## src/rtl/gpio_pwm_gen.sv

```systemverilog
// -----------------------------------------------------------------------------
// gpio_pwm_gen
//   Two-channel PWM generator feeding the GPIO pin-mux stage.
//   pwm_out_a drives data_in[9], pwm_out_b drives data_in[8]; EN_PWM_OUTA0 and
//   EN_PWM_OUTB0 drive the mux enables of the same names.
//
//   PERIOD / CMP_A / CMP_B (and DEADTIME when present) are double-buffered:
//   register writes land in a shadow copy that moves to the active copy at
//   the counter wrap, or every cycle while stopped, so a running PWM cycle
//   never glitches. A write in the wrap cycle is forwarded straight into the
//   active copy.
//
//   Optional feature macro: GPIO_PWM_DEADTIME_EN
//     Adds DEADTIME at address 4 and CTRL[5] (comp). With comp=1 channel B is
//     the complement of A, and every change of raw A blanks both channels for
//     DEADTIME cycles (restarting on a further change).
//
// Ports
//   clk           system clock
//   rst_n         synchronous reset, active low
//   wr_en         register write strobe (1 cycle)
//   addr[2:0]     register address for write and readback
//   wr_data[15:0] write data
//   rd_data[15:0] combinational readback of the shadow registers
//   pwm_out_a     channel A PWM
//   pwm_out_b     channel B PWM
//   EN_PWM_OUTA0  mux enable for channel A (= CTRL[1])
//   EN_PWM_OUTB0  mux enable for channel B (= CTRL[2])
//   period_tick   one-cycle pulse the cycle after a counter wrap
// -----------------------------------------------------------------------------
module gpio_pwm_gen #(
  parameter int WIDTH = 16
) (
  input  logic        clk,
  input  logic        rst_n,
  input  logic        wr_en,
  input  logic [2:0]  addr,
  input  logic [15:0] wr_data,
  output logic [15:0] rd_data,
  output logic        pwm_out_a,
  output logic        pwm_out_b,
  output logic        EN_PWM_OUTA0,
  output logic        EN_PWM_OUTB0,
  output logic        period_tick
);

  localparam logic [2:0] ADDR_CTRL   = 3'd0;
  localparam logic [2:0] ADDR_PERIOD = 3'd1;
  localparam logic [2:0] ADDR_CMP_A  = 3'd2;
  localparam logic [2:0] ADDR_CMP_B  = 3'd3;

`ifdef GPIO_PWM_DEADTIME_EN
  localparam logic [2:0] ADDR_DEADTIME = 3'd4;
  localparam logic [5:0] CTRL_MASK     = 6'h3F;
`else
  localparam logic [5:0] CTRL_MASK     = 6'h1F;
`endif

  logic [5:0]       ctrl;
  logic [WIDTH-1:0] period_sh, period_act;
  logic [WIDTH-1:0] cmp_a_sh, cmp_a_act;
  logic [WIDTH-1:0] cmp_b_sh, cmp_b_act;
  logic [WIDTH-1:0] cnt;

  logic run, pol_a, pol_b;
  logic wrap, load_act;
  logic wr_period, wr_cmp_a, wr_cmp_b;
  logic raw_a_pre, raw_b_pre, raw_a, raw_b;

  assign run   = ctrl[0];
  assign pol_a = ctrl[3];
  assign pol_b = ctrl[4];

  assign EN_PWM_OUTA0 = ctrl[1];
  assign EN_PWM_OUTB0 = ctrl[2];

  // With period_act == 0 the count is already at its end, so every running
  // cycle is a wrap.
  assign wrap     = run & (cnt == period_act);
  // Active registers follow the shadows at each wrap and continuously when stopped.
  assign load_act = ~run | wrap;

  assign wr_period = wr_en & (addr == ADDR_PERIOD);
  assign wr_cmp_a  = wr_en & (addr == ADDR_CMP_A);
  assign wr_cmp_b  = wr_en & (addr == ADDR_CMP_B);

  // Unsigned compare: cmp == 0 never asserts, cmp > period_act always asserts.
  assign raw_a_pre = run & (cnt < cmp_a_act);
  assign raw_b_pre = run & (cnt < cmp_b_act);

`ifdef GPIO_PWM_DEADTIME_EN
  logic [7:0] deadtime_sh, deadtime_act, dt_cnt;
  logic       wr_deadtime, comp, raw_a_q, a_chg, dead;

  assign wr_deadtime = wr_en & (addr == ADDR_DEADTIME);
  assign comp        = ctrl[5];

  // Blanking covers the change cycle itself plus (DEADTIME-1) further cycles
  // held in dt_cnt; a new change reloads the count.
  always_comb begin
    // NOTE: every always_comb output gets a default first so no path can
    // leave it unassigned and infer a latch.
    a_chg = 1'b0;
    dead  = 1'b0;
    raw_a = raw_a_pre;
    raw_b = raw_b_pre;
    if (comp) begin
      a_chg = (raw_a_pre != raw_a_q);
      dead  = (a_chg & (deadtime_act != 8'd0)) | (dt_cnt != 8'd0);
      raw_a = raw_a_pre & ~dead;
      raw_b = run & ~raw_a_pre & ~dead;
    end
  end

  always_ff @(posedge clk) begin
    if (!rst_n) begin
      deadtime_sh  <= '0;
      deadtime_act <= '0;
      dt_cnt       <= '0;
      raw_a_q      <= 1'b0;
    end else begin
      if (wr_deadtime) deadtime_sh <= wr_data[7:0];
      if (load_act)    deadtime_act <= wr_deadtime ? wr_data[7:0] : deadtime_sh;
      raw_a_q <= raw_a_pre;
      if (!run || !comp)
        dt_cnt <= '0;
      else if (a_chg)
        dt_cnt <= (deadtime_act == 8'd0) ? 8'd0 : 8'(deadtime_act - 8'd1);
      else if (dt_cnt != 8'd0)
        dt_cnt <= 8'(dt_cnt - 8'd1);
    end
  end
`else
  assign raw_a = raw_a_pre;
  assign raw_b = raw_b_pre;
`endif

  always_ff @(posedge clk) begin
    if (!rst_n) begin
      ctrl        <= '0;
      period_sh   <= '0;
      period_act  <= '0;
      cmp_a_sh    <= '0;
      cmp_a_act   <= '0;
      cmp_b_sh    <= '0;
      cmp_b_act   <= '0;
      cnt         <= '0;
      period_tick <= 1'b0;
      pwm_out_a   <= 1'b0;
      pwm_out_b   <= 1'b0;
    end else begin
      // NOTE: non-blocking assignments here so every register samples the
      // pre-edge values of its neighbours, independent of statement order.
      if (wr_en && addr == ADDR_CTRL) ctrl <= wr_data[5:0] & CTRL_MASK;
      if (wr_period) period_sh <= wr_data[WIDTH-1:0];
      if (wr_cmp_a)  cmp_a_sh  <= wr_data[WIDTH-1:0];
      if (wr_cmp_b)  cmp_b_sh  <= wr_data[WIDTH-1:0];

      if (load_act) begin
        period_act <= wr_period ? wr_data[WIDTH-1:0] : period_sh;
        cmp_a_act  <= wr_cmp_a  ? wr_data[WIDTH-1:0] : cmp_a_sh;
        cmp_b_act  <= wr_cmp_b  ? wr_data[WIDTH-1:0] : cmp_b_sh;
      end

      // Stopped or wrapping both return the counter to 0.
      cnt         <= load_act ? '0 : cnt + WIDTH'(1);
      period_tick <= wrap;
      // raw is 0 while stopped, so the outputs idle at their polarity level.
      pwm_out_a   <= raw_a ^ pol_a;
      pwm_out_b   <= raw_b ^ pol_b;
    end
  end

  always_comb begin
    rd_data = '0;
    case (addr)
      ADDR_CTRL:     rd_data = 16'(ctrl);
      ADDR_PERIOD:   rd_data = 16'(period_sh);
      ADDR_CMP_A:    rd_data = 16'(cmp_a_sh);
      ADDR_CMP_B:    rd_data = 16'(cmp_b_sh);
`ifdef GPIO_PWM_DEADTIME_EN
      ADDR_DEADTIME: rd_data = 16'(deadtime_sh);
`endif
      default:       rd_data = '0;
    endcase
  end

endmodule

```

## config.mk

```make
export PLATFORM = sky130hd
export DESIGN_NAME = gpio_pwm_gen
export DESIGN_NICKNAME = d
export VERILOG_FILES = /design/src/rtl/gpio_pwm_gen.sv
export SDC_FILE = /design/constraint.sdc
export NUM_CORES = 1
export LEC_CHECK = 0
export ABC_AREA = 1
export CORE_MARGIN = 3
export CORE_UTILIZATION = 50
export CTS_CLUSTER_DIAMETER = 50
export DETAILED_ROUTE_END_ITERATION = 7
export PLACE_DENSITY_LB_ADDON = 0.25
export SLEW_MARGIN = 20
export SYNTH_ARGS = -nofsm -noshare
export SYNTH_HDL_FRONTEND = slang
export SYNTH_SLANG_ARGS = --single-unit
```

## constraint.sdc

```tcl
create_clock -name clk -period 1.9 [get_ports clk]
set_clock_uncertainty 0.1 [all_clocks]
set_input_delay 0.285 -clock clk [delete_from_list [all_inputs] [get_ports clk]]
set_output_delay 0.285 -clock clk [all_outputs]
set_load 0.05 [all_outputs]
```

==> flow_summary_export.csv <==
group,metric,value,unit
cells_and_area,seq_area,2410,um^2
cts,clkTransAtPathRegs,0.05,ns
setup_path,reg2reg_slack,0.11,ns
cells_and_area,antenna_cells,0,
status,status,"complete, no violations",
logic_synthesis,syn-cell-area,6130,um^2
die,core_area,11700,um^2
setup_path,crit_fanout,4,
drt,firstDrtPassIters,5,
setup_path,endpoint_kind,"primary output",
grt,antenna_found_initial,0,
cells_and_area,final_cell_mix,"nand2_1 (264), inv_1 (204), dfxtp_1 (117), nand3_1 (67), nor2_1 (50)",
grt,grt_pass1_vias,5611,
placement,place_area,7100,um^2
grt,gr-total-overflow,0,
cells_and_area,stdcell_area,7870,um^2
cells_and_area,fillCellCount,1002,
setup_path,reg2reg_from,"cnt[2]$_SDFF_PP0_",
cts,cts_tree,"built",
placement,dp_hpwl,10.8,mm
drt,ant_nets,0,
drt,postRouteWirelength,15.3,mm
placement,numPortBuffers,42,
timing,setup_viol,0,
cells_and_area,multi_input_comb_area,2800,um^2
cells_and_area,nets,1041,
logic_synthesis,syn_nets,959,
power,irDropWorstVdd,0.000878,V
timing,drv_slew,0,
drt,vias,5698,
cells_and_area,mostFrequentLayoutCell,"nand2_1",
power,p_per_area,857,nW/um^2
placement,gp_congestion,0.843,
timing,rsz0062_at_grt,"no",
drt,vias_per_cell,4.98,
die,start_util,52.4,%
setup_path,crit_required,1.51,ns
hold_path,min_path_type,"input port to flop",
cts,clk_latency,0.42,ns
die,row_count,39,
timing,hold_viol,0,
die,die_w,117,um
logic_synthesis,syn_inst,906,
cts,htree_num_levels,4,
die,num_io_pins,43,
timing,fin_crit_sh,95.6,%
cells_and_area,syn2layout_area_growth,28.3,%
cts,ctsHoldBuffers,0,
logic_synthesis,synth_warnings,0,
grt,grt_use_total,24.7,%
setup_path,cp-startpoint,"addr[1]",
cells_and_area,drive_gt1_share,12.9,%
logic_synthesis,ys_ff_latch,120,
placement,post-place-ws,-0.205,ns
timing,setup_ws,0.0837,ns
die,die_h,117,um
drt,drc,0,
setup_path,start_kind,"input port",
cts,clock_sinks,120,
logic_synthesis,netlist-cell-type-count,32,
power,total_leakage_power,4.36,nW
cts,cts.path.max_buffers,2,
grt,grt_max_degree,53,
drt,drtIter0Drc,370,
setup_path,critPathKind,"input port to primary output",
logic_synthesis,ys_seq_area_share,39.2,%
flow_run,max-cap-violations,0,
grt,grt_first_pass_wirelength,26.1,mm
die,die_area,13600,um^2
logic_synthesis,syn_area_per_cell,6.77,um^2
timing,slew_headroom,66.0,%
timing,tightest_slew,0.509,ns
timing,min_period,1.82,ns
cts,cts_root_buffer,"clkbuf_16",
hold_path,hp-start,"rst_n",
timing,fmax,0.551,GHz
setup_path,arrival,1.43,ns
drt,routedWlPerCell,13.3,um
timing,holdWs,0.0559,ns
cts,numCtsBuffers,17,
[worst max-delay path, stage by stage]
cell	delay (ns)
dlygate4sd2_1	0.25
buf_6	0.13
nand2_4	0.08
buf_6	0.12
o22ai_1	0.08
a221o_1	0.31
buf_12	0.16
[sequential cells by signal, indices dropped and copies added (netlist names)]
register and flops:
cmp_a_act 16, cmp_a_sh 16, cmp_b_act 16, cmp_b_sh 16
cnt 16, ctrl 5, period_act 16, period_sh 16
period_tick 1, pwm_out_a 1, pwm_out_b 1
[repair_timing]
item | 4_1_cts | 5_1_grt
buffers inserted | 8 | 0
endpoints found under the setup margin | 19 | 60
cloned | 1 | 0
resized for setup | 24 | 16
pin swaps | 7 | 2
[per-stage QoR]
step / setup TNS [ns] / total power [W] / std cells / utilization, %
detailed placement: -7.34 / 0.00345 / 1103 / 60.6
finish: 0 / 0.00674 / 1144 / 67.2
floorplan: -1.28 / 0.00317 / 906 / -
CTS: 0 / 0.00677 / 1144 / 67.0
global route: 0 / 0.00702 / 1144 / 67.2
global placement: -6.33 / 0.00344 / 1103 / 60.6
[layer usage]
metal	GRT usage [%]	vias up	share of wire, %
met5	0	-	0
met1	29.5	2609	44
met2	42.2	111	50
met4	11.2	0	3.0
met3	5.54	31	3.6
li1	-	2947	-
[cell usage after synthesis]
| cell type | instances | share of area [%] |
|---|---|---|
| nand3_1 | 67 | 5.5 |
| a221o_1 | 5 | 0.82 |
| clkbuf_1 | 14 | 0.86 |
| nand2_2 | 1 | 0.10 |
| clkinv_1 | 1 | 0.061 |
| o21ai_1 | 1 | 0.082 |
| xor2_1 | 5 | 0.71 |
| ha_1 | 31 | 6.3 |
| nor3_1 | 10 | 0.82 |
| a21oi_2 | 1 | 0.14 |
| a21oi_1 | 37 | 3.0 |
| xnor2_1 | 13 | 1.9 |
| buf_6 | 5 | 0.92 |
| o21ai_0 | 6 | 0.49 |
| nor2_1 | 52 | 3.2 |
| or2_2 | 2 | 0.20 |
| o211ai_1 | 15 | 1.8 |
| a211oi_1 | 2 | 0.24 |
| buf_1 | 7 | 0.43 |
| nor2_4 | 1 | 0.18 |
| o221ai_1 | 11 | 1.6 |
| o22ai_1 | 5 | 0.51 |
| nand2_4 | 1 | 0.18 |
| o21a_1 | 1 | 0.12 |
| nand3b_1 | 1 | 0.12 |
| inv_1 | 206 | 13 |
| buf_2 | 8 | 0.65 |
| inv_2 | 2 | 0.12 |
| buf_4 | 1 | 0.12 |
| nand2_1 | 267 | 16 |
| nand4_1 | 7 | 0.71 |
| dfxtp_1 | 120 | 39 |
[area by class of cell]
type,instances,area share (%)
Multi-Input combinational cell,542,35.6
Timing Repair Buffer,98,13.6
Clock inverter,12,1.89
Sequential cell,120,30.6
Inverter,209,10.1
Tap cell,143,2.27
Clock buffer,20,5.93
[final timing paths]
kind | endpoint | cells past startpoint
min reg2reg | ctrl[2]$_SDFFE_PN0P_ | 2
min | period_tick$_SDFF_PN0_ | 3
max reg2reg | period_act[9]$_SDFFE_PN0P_ | 9
max | rd_data[3] | 7
[power breakdown]
part	internal, W	switching (W)
Sequential	0.00261	0.0000337
Clock	0.00215	0.00117
Combinational	0.000288	0.000494
[kinds of logic after synthesis]
family	count (synthesis)	synth area share [%]
fa+ha+maj	31	6.33
buf+inv	244	15.8
simple gates	409	27.3
flops	120	39.2
compound gates	84	8.83
xor+xnor	18	2.57
Note: power is estimated with default switching activity, not from simulation.
